File: config.mk
export PLATFORM = sky130hd
export DESIGN_NAME = pkt_reader
export DESIGN_NICKNAME = d
export VERILOG_FILES = /design/src/rtl/pkt_reader.sv
export SDC_FILE = /design/constraint.sdc
export NUM_CORES = 1
export LEC_CHECK = 0
export BUFFER_PORTS_ARGS = -buffer_cell sky130_fd_sc_hd__clkbuf_2
export CAP_MARGIN = 20
export CORE_UTILIZATION = 40
export CTS_CLUSTER_DIAMETER = 50
export DETAILED_ROUTE_END_ITERATION = 8
export PLACE_DENSITY = 0.63
export SLEW_MARGIN = 25
export SYNTH_ARGS = -nofsm -noshare
export SYNTH_HDL_FRONTEND = slang
export SYNTH_SLANG_ARGS = --single-unit
File: constraint.sdc
create_clock -name clk_i -period 5.91 [get_ports clk_i]
set_clock_uncertainty 0.15 [all_clocks]
set_input_delay 1.182 -clock clk_i [delete_from_list [all_inputs] [get_ports clk_i]]
set_output_delay 1.182 -clock clk_i [all_outputs]
set_load 0.005 [all_outputs]
File: src/rtl/pkt_reader.sv
// rtl/pkt_reader.sv - read-side packet transmitter: drains RAM words as a sop/eop/val stream
// Output register plus a 2-entry skid buffer absorbs the in-flight RAM read under backpressure.
module pkt_reader #(
   parameter int AWIDTH = 3,
   parameter int DWIDTH = 8
) (
   input  logic              clk_i,
   input  logic              srst_i,
   input  logic              start_i,
   input  logic [AWIDTH:0]   len_i,
   output logic [AWIDTH-1:0] rdpntr_o,
   input  logic [DWIDTH-1:0] q_i,
   input  logic              ready_i,
   output logic [DWIDTH-1:0] data_o,
   output logic              sop_o,
   output logic              eop_o,
   output logic              val_o,
   output logic              busy_o
);
   typedef enum logic [1:0] {IDLE, READ, DRAIN} state_t;

   localparam int EW = DWIDTH + 2;
   localparam logic [AWIDTH:0]   MAX_LEN = {1'b1, {AWIDTH{1'b0}}};
   localparam logic [AWIDTH-1:0] A_ONE   = {{(AWIDTH-1){1'b0}}, 1'b1};

   state_t            state, state_n;
   logic [AWIDTH-1:0] rdpntr_n;
   logic [AWIDTH-1:0] last, last_n;
   logic [AWIDTH-1:0] faddr, faddr_n;
   logic              fvld, fvld_n;
   logic [EW-1:0]     skid [2];
   logic [EW-1:0]     skid_n [2];
   logic [1:0]        scnt, scnt_n;
   logic [DWIDTH-1:0] data_n;
   logic              sop_n, eop_n, val_n;
   logic              xfer, issue, load;
   logic [2:0]        occ;
   logic [EW-1:0]     word_in;

   assign busy_o = (state != IDLE);

   always_comb begin
      state_n  = state;
      rdpntr_n = rdpntr_o;
      last_n   = last;
      faddr_n  = faddr;
      fvld_n   = 1'b0;
      skid_n   = skid;
      scnt_n   = scnt;
      data_n   = data_o;
      sop_n    = sop_o;
      eop_n    = eop_o;
      val_n    = val_o;
      issue    = 1'b0;
      xfer     = val_o && ready_i;
      load     = !val_o || xfer;
      occ      = {2'b00, val_o} + {1'b0, scnt} + {2'b00, fvld};
      word_in  = {faddr == '0, faddr == last, q_i};

      case (state)
         IDLE: begin
            if (start_i && len_i != '0) begin
               state_n  = READ;
               rdpntr_n = '0;
               // lower bits minus one wrap correctly for len == 2**AWIDTH
               last_n   = (len_i > MAX_LEN) ? '1 : (len_i[AWIDTH-1:0] - A_ONE);
            end
         end
         READ: begin
            // a read issued now lands two edges later; reserve its slot assuming no transfer next cycle
            issue = (occ <= (3'd2 + {2'b00, xfer}));
            if (issue) begin
               fvld_n  = 1'b1;
               faddr_n = rdpntr_o;
               if (rdpntr_o == last) state_n = DRAIN;
               else                  rdpntr_n = rdpntr_o + A_ONE;
            end
         end
         DRAIN: begin
            if (xfer && eop_o) state_n = IDLE;
         end
         default: state_n = IDLE;
      endcase

      if (load) begin
         if (scnt != 2'd0) begin
            {sop_n, eop_n, data_n} = skid[0];
            val_n     = 1'b1;
            skid_n[0] = skid[1];
            scnt_n    = scnt - 2'd1;
         end else if (fvld) begin
            {sop_n, eop_n, data_n} = word_in;
            val_n = 1'b1;
         end else begin
            val_n = 1'b0;
            sop_n = 1'b0;
            eop_n = 1'b0;
         end
      end

      if (fvld && !(load && scnt == 2'd0)) begin
         if (scnt_n == 2'd0) skid_n[0] = word_in;
         else                skid_n[1] = word_in;
         scnt_n = scnt_n + 2'd1;
      end
   end

   always_ff @(posedge clk_i) begin
      if (srst_i) begin
         state    <= IDLE;
         rdpntr_o <= '0;
         last     <= '0;
         faddr    <= '0;
         fvld     <= 1'b0;
         skid[0]  <= '0;
         skid[1]  <= '0;
         scnt     <= 2'd0;
         data_o   <= '0;
         sop_o    <= 1'b0;
         eop_o    <= 1'b0;
         val_o    <= 1'b0;
      end else begin
         state    <= state_n;
         rdpntr_o <= rdpntr_n;
         last     <= last_n;
         faddr    <= faddr_n;
         fvld     <= fvld_n;
         skid     <= skid_n;
         scnt     <= scnt_n;
         data_o   <= data_n;
         sop_o    <= sop_n;
         eop_o    <= eop_n;
         val_o    <= val_n;
      end
   end
endmodule

==> impl_metrics.toml, run 1 <==
[outcome]
outcome = "completed"

[place]
port-buffer-count = 30
dpl.hpwl_um = 3090
gp_congestion = 0.757
place_area_mm2 = 0.00234
dp.cells = 338

[detailed_routing]
dr_total_vias = 1858
drt-vias-per-instance = 5.37
remaining_drc_errors = 0
drtPass1Iterations = 4
ant_nets = 0
wire_per_inst_um = 13.1
drtIter0Drc = 209
totalWireLength_um = 4530

[global_route]
grt.busiest_layer = "met1"
use_met2_pct = 24.1
met3_usage_pct = 3.61
antenna_found_initial = 0
use_met1_pct = 26.9
overflow = 0
grt_pass1_wl_um = 7530
grt_max_degree = 47
grt_pass1_vias = 1536
grt_usage_pct = 17.4

[clocking]
clk_latency_ns = 0.30
cts_tree = "built"
h-tree-depth = 2
postCtsSetupRepairBufs = 0
cts-resized-gates = 0
cts_root_buf = "clkbuf_8"
cts_sinks = 45
clk_pin_slew_ns = 0.09
cts_buffer_depth = 2
cts_buffers = 5
hold_buffers = 0

[final_layout]
fin_util_pct = 48.2
fin_cells = 346
fin_area_mm2 = 0.00248
layout.nets = 297
final_common_cell = "dfxtp_1"
syn_to_final_growth_pct = 15.9
diodes = 0
layout_common_cells = "45 x dfxtp_1, 39 x nor2_1, 30 x clkbuf_2"
layout-drive-gt1-share_pct = 17.4

[critical_path]
endpoint_kind = "flip-flop"
cp_top_family = "compound AO/OA/AOI/OAI gates"
cpPeakStageDelay_ns = 0.66
crit_required_ns = 5.90
startpoint_type = "primary input"
worstSetupPathType = "in -> reg"
crit_slowest_cell = "a211oi_4"
path_buf_inv = 1
critical_path_peak_fanout = 10
crit_chain = "clkbuf_2, nand2b_1, and3_1, a21oi_1, ha_1, a211oi_4, mux2i_1, nor2_1"
worstPathArrival_ns = 3.13

[sta]
setup_tns_ns = 0
finalMaxSlewViolations = 0
slew_headroom_pct = 38.3
period_needed_ns = 3.14
timing.final.crit_share_pct = 53.1
holdWs_ns = 0.317
finalSetupViolCount = 0
max_slew.worst_pin.slew_ns = 0.926
final-hold-violation-count = 0
rsz0062_at_grt = "false"
fmax_mhz = 319

[floorplanning]
core-area_mm2 = 0.00514
rows = 26
initial_core_util_pct = 41.6
die_y_um = 75.1
pin_count = 31
die_x_um = 75.1
dieArea_mm2 = 0.00564

[power_and_ir_drop]
internal_power_uw = 516
powerDensity_mw_per_mm2 = 272
p_clk_share_pct = 40.4
p_seq_share_pct = 48.3
sw_frac_of_total_pct = 23.5
comb_power_share_pct = 11.3
p_sw_uw = 159
vdd_drop_max_v = 0.000149
leakage_uw = 0.000935

[synthesis]
seq_area_frac_synth_pct = 42.1
netlist_instances = 253
syn_avg_cell_area_um2 = 8.45
synth_nets = 275
ys_seq_elements = 45
synthDistinctLibCells = 37
ys_warn_count = 0
syn-cell-area_mm2 = 0.00214

[min_path]
hp-class = "reg -> reg"

[run]
drv_cap = 0
==> Yosys cell counts, drive strengths merged <==
cell type / number / area share [%]
ha: 5 / 2.9
and2: 1 / 0.29
dfxtp: 45 / 42
and4: 1 / 0.41
fa: 1 / 0.94
or2: 1 / 0.29
nor2b: 1 / 0.29
nor3: 4 / 0.94
nor4: 1 / 0.29
inv: 9 / 1.6
mux2: 1 / 0.53
o2111ai: 1 / 0.41
o32a: 1 / 0.47
nor2: 40 / 7.1
a311oi: 23 / 9.4
buf: 7 / 1.6
o31ai: 1 / 0.35
a211oi: 3 / 1.1
xor2: 4 / 1.6
and2b: 1 / 0.41
xnor2: 3 / 1.2
o311ai: 1 / 0.41
nand2: 22 / 3.9
nor3b: 2 / 0.70
nand3: 4 / 0.94
mux2i: 13 / 6.1
a21oi: 9 / 2.1
or3b: 1 / 0.53
and3: 2 / 0.59
nand2b: 3 / 0.88
or3: 1 / 0.29
clkbuf: 11 / 1.9
o21ai: 27 / 6.3
or4: 3 / 1.1
==> power by group through the flow <==
stage	Sequential, uW	Combinational [uW]	Clock (uW)
6_report	326	76.5	272
5_1_grt	328	87.5	292
4_1_cts	326	76.8	277
3_5_place_dp	333	76.6	0
3_3_place_gp	332	76.7	0
2_1_floorplan	330	52.6	0
==> flip-flops by register name, summed over array words and instances, names as in the netlist, 2 cells and up <==
register / count
skid: 20
rdpntr_o: 3
last: 3
data_o: 8
faddr: 3
scnt: 2
state: 2
==> cell families after synthesis <==
logic type,count (synthesis),synth area share [%]
AND/OR/NAND/NOR,88,18.9
AO/OA/AOI/OAI,66,20.5
flip-flops,45,42.1
buffers and inverters,27,5.09
multiplexers,14,6.61
XOR/XNOR,7,2.87
adder cells (fa/ha/maj),6,3.86
==> metal layers <==
metal / vias to the layer above / wire (um)
li1: 953 / -
met5: - / 0
met2: 45 / 1950
met1: 855 / 2330
met4: 0 / 51
met3: 5 / 199
==> worst paths after layout <==
check | from | endpoint | slack (ns) | cells past startpoint
worst max register to register | scnt[0] | rdpntr_o[1] | 3.01 | 7
worst min register to register | skid[4] | skid[14] | 0.32 | 2
worst min-delay path | skid[4] | skid[14] | 0.32 | 2
worst max-delay path | ready_i | skid[6] | 2.77 | 8
==> layout make-up <==
cell class	count	area, um2
inverters	9	33.8
flip-flops and latches	45	901
repair buffers	33	173
well taps	70	87.6
clock inverters	3	65.1
fillers	527	2660
clock buffers	5	68.8
multi-input cells	181	1150
==> per-stage QoR <==
stage                     total power, uW  worst slack [ns]
after global placement                409              2.34
after detailed placement              410              2.30
after global routing                  707              2.66
final                                 675              2.77
after floorplan                       383              2.95
after CTS                             680              2.59
==> worst min-delay path, stage by stage, from the launching register on <==
cell and delay, ns:
dfxtp_1 0.32, nand2_1 0.05, a311oi_1 0.07
No activity file was read; power rests on OpenSTA's default activity.
==> run 2, diff against run 1 <==
clock period = 2.9 ns   (was 5.91 ns; I/O delays follow)
==> run 2 against run 1 <==
  * Sequential power rose by 100%
  * First-iteration DRC count fell by 39%
  * Non-clock buffer count rose by 6
  * Wire length rose by 0.93%
  * Highest routed layer unchanged
  * Largest cell class unchanged
==> impl_metrics.toml, run 2 (same netlist as run 1, synthesis figures left out) <==
[outcome]
outcome = "completed"

[clocking]
cts_buffer_depth = 2
hold_buffers = 0
cts_tree = "built"
clk_pin_slew_ns = 0.09
h-tree-depth = 2
postCtsSetupRepairBufs = 0
cts_buffers = 5
cts_root_buf = "clkbuf_8"
cts_sinks = 45
cts-resized-gates = 0
clk_latency_ns = 0.29

[detailed_routing]
drtIter0Drc = 128
ant_nets = 0
wl_met1_um = 2400
drt-vias-per-instance = 5.23
remaining_drc_errors = 0
dr_wl_met2_um = 1890
drtPass1Iterations = 4
routed-wl-met3_um = 227
wire_per_inst_um = 13.0
totalWireLength_um = 4580
dr_total_vias = 1841
top_layer = "met4"

[floorplanning]
die_y_um = 75.1
die_x_um = 75.1
pin_count = 31
rows = 26
core-area_mm2 = 0.00514
dieArea_mm2 = 0.00564
initial_core_util_pct = 41.6

[global_route]
grt_pass1_wl_um = 7570
grt_pass1_vias = 1534
grt_max_degree = 46
antenna_found_initial = 0
grt_usage_pct = 17.7
overflow = 0

[sta]
max_slew.worst_pin.slew_ns = 0.631
period_needed_ns = 2.54
rsz0062_at_grt = "false"
setup_tns_ns = 0
fmax_mhz = 393
finalSetupViolCount = 0
final-hold-violation-count = 0
slew_headroom_pct = 57.6
timing.final.crit_share_pct = 87.7
finalMaxSlewViolations = 0

[place]
gp_congestion = 0.713
dp.cells = 344
dpl.hpwl_um = 3190
port-buffer-count = 30

[critical_path]
worstSetupPathType = "reg -> reg"
worstPathArrival_ns = 2.56
endpoint_kind = "flip-flop"
critical_path_peak_fanout = 5
startpoint_type = "flip-flop"
crit_required_ns = 2.92

[final_layout]
layout_common_cells = "45 x dfxtp_1, 39 x nor2_1, 30 x clkbuf_2"
regMostFlops = "skid"
syn_to_final_growth_pct = 16.6
largest_reg_flops = 20
layout-drive-gt1-share_pct = 18.8
final_common_cell = "dfxtp_1"
fin_cells = 352
reg.largest.list = "skid x20, data_o x8"
diodes = 0
layout.nets = 303

[power_and_ir_drop]
vdd_drop_max_v = 0.000284
p_total_uw = 1290
powerDensity_mw_per_mm2 = 519
leakage_uw = 0.000953

[run]
drv_cap = 0

[min_path]
hp-class = "reg -> reg"
## run 2: cell count changes in the layout (fill, tap and decap cells not counted), sizes merged
| cell | change |
|---|---|
| buf | +6 |
| bufinv | -1 |
| clkbuf | +1 |
## run 2: worst max-delay path, stage by stage, from the launching register on
cell       delay, ns
dfxtp_1         0.38
inv_1           0.08
fa_1            0.54
ha_1            0.23
nor3b_1         0.47
nor3_1          0.23
o2111ai_1       0.25
a21oi_1         0.09
## run 2: cell type report
| class | count | area [um2] |
|---|---|---|
| well taps | 70 | 87.6 |
| repair buffers | 39 | 218 |
| fillers | 529 | 2650 |
| clock inverters | 2 | 38.8 |
| inverters | 9 | 33.8 |
| multi-input cells | 181 | 1140 |
| flip-flops and latches | 45 | 901 |
| clock buffers | 6 | 72.6 |
## run 2: path summary, 6_finish.rpt
check	slack, ns	start	to	cells past startpoint
max	0.36	val_o	rdpntr_o[1]	7
min	0.33	skid[2]	skid[12]	2
max reg2reg	0.36	val_o	rdpntr_o[1]	7
min reg2reg	0.33	skid[2]	skid[12]	2
## run 2: routing by layer
metal / up-vias / GRT usage, %
met5: - / 0
met1: 819 / 27.5
li1: 963 / -
met3: 6 / 4.15
met4: 0 / 5.87
met2: 53 / 23.6
## run 2: through the flow
| stage | worst slack (ns) | hold slack, ns | area, um2 | utilization, % |
|---|---|---|---|---|
| 2_1_floorplan | 0.456 | 0.304 | 2140 | - |
| 5_1_grt | 0.159 | 0.345 | 2490 | 48.5 |
| 6_report | 0.357 | 0.326 | 2490 | 48.5 |
| 3_5_place_dp | 0.389 | 0.316 | 2380 | 46.3 |
| 3_3_place_gp | 0.462 | 0.310 | 2380 | 46.3 |
| 4_1_cts | 0.376 | 0.330 | 2490 | 48.5 |
## run 2: report_power, final
part / total, uW / internal, uW / switching, uW / leakage [uW]
Sequential: 661 / 642 / 18.8 / 0.000365
Combinational: 163 / 70.2 / 92.6 / 0.000533
Clock: 471 / 259 / 212 / 0.0000554
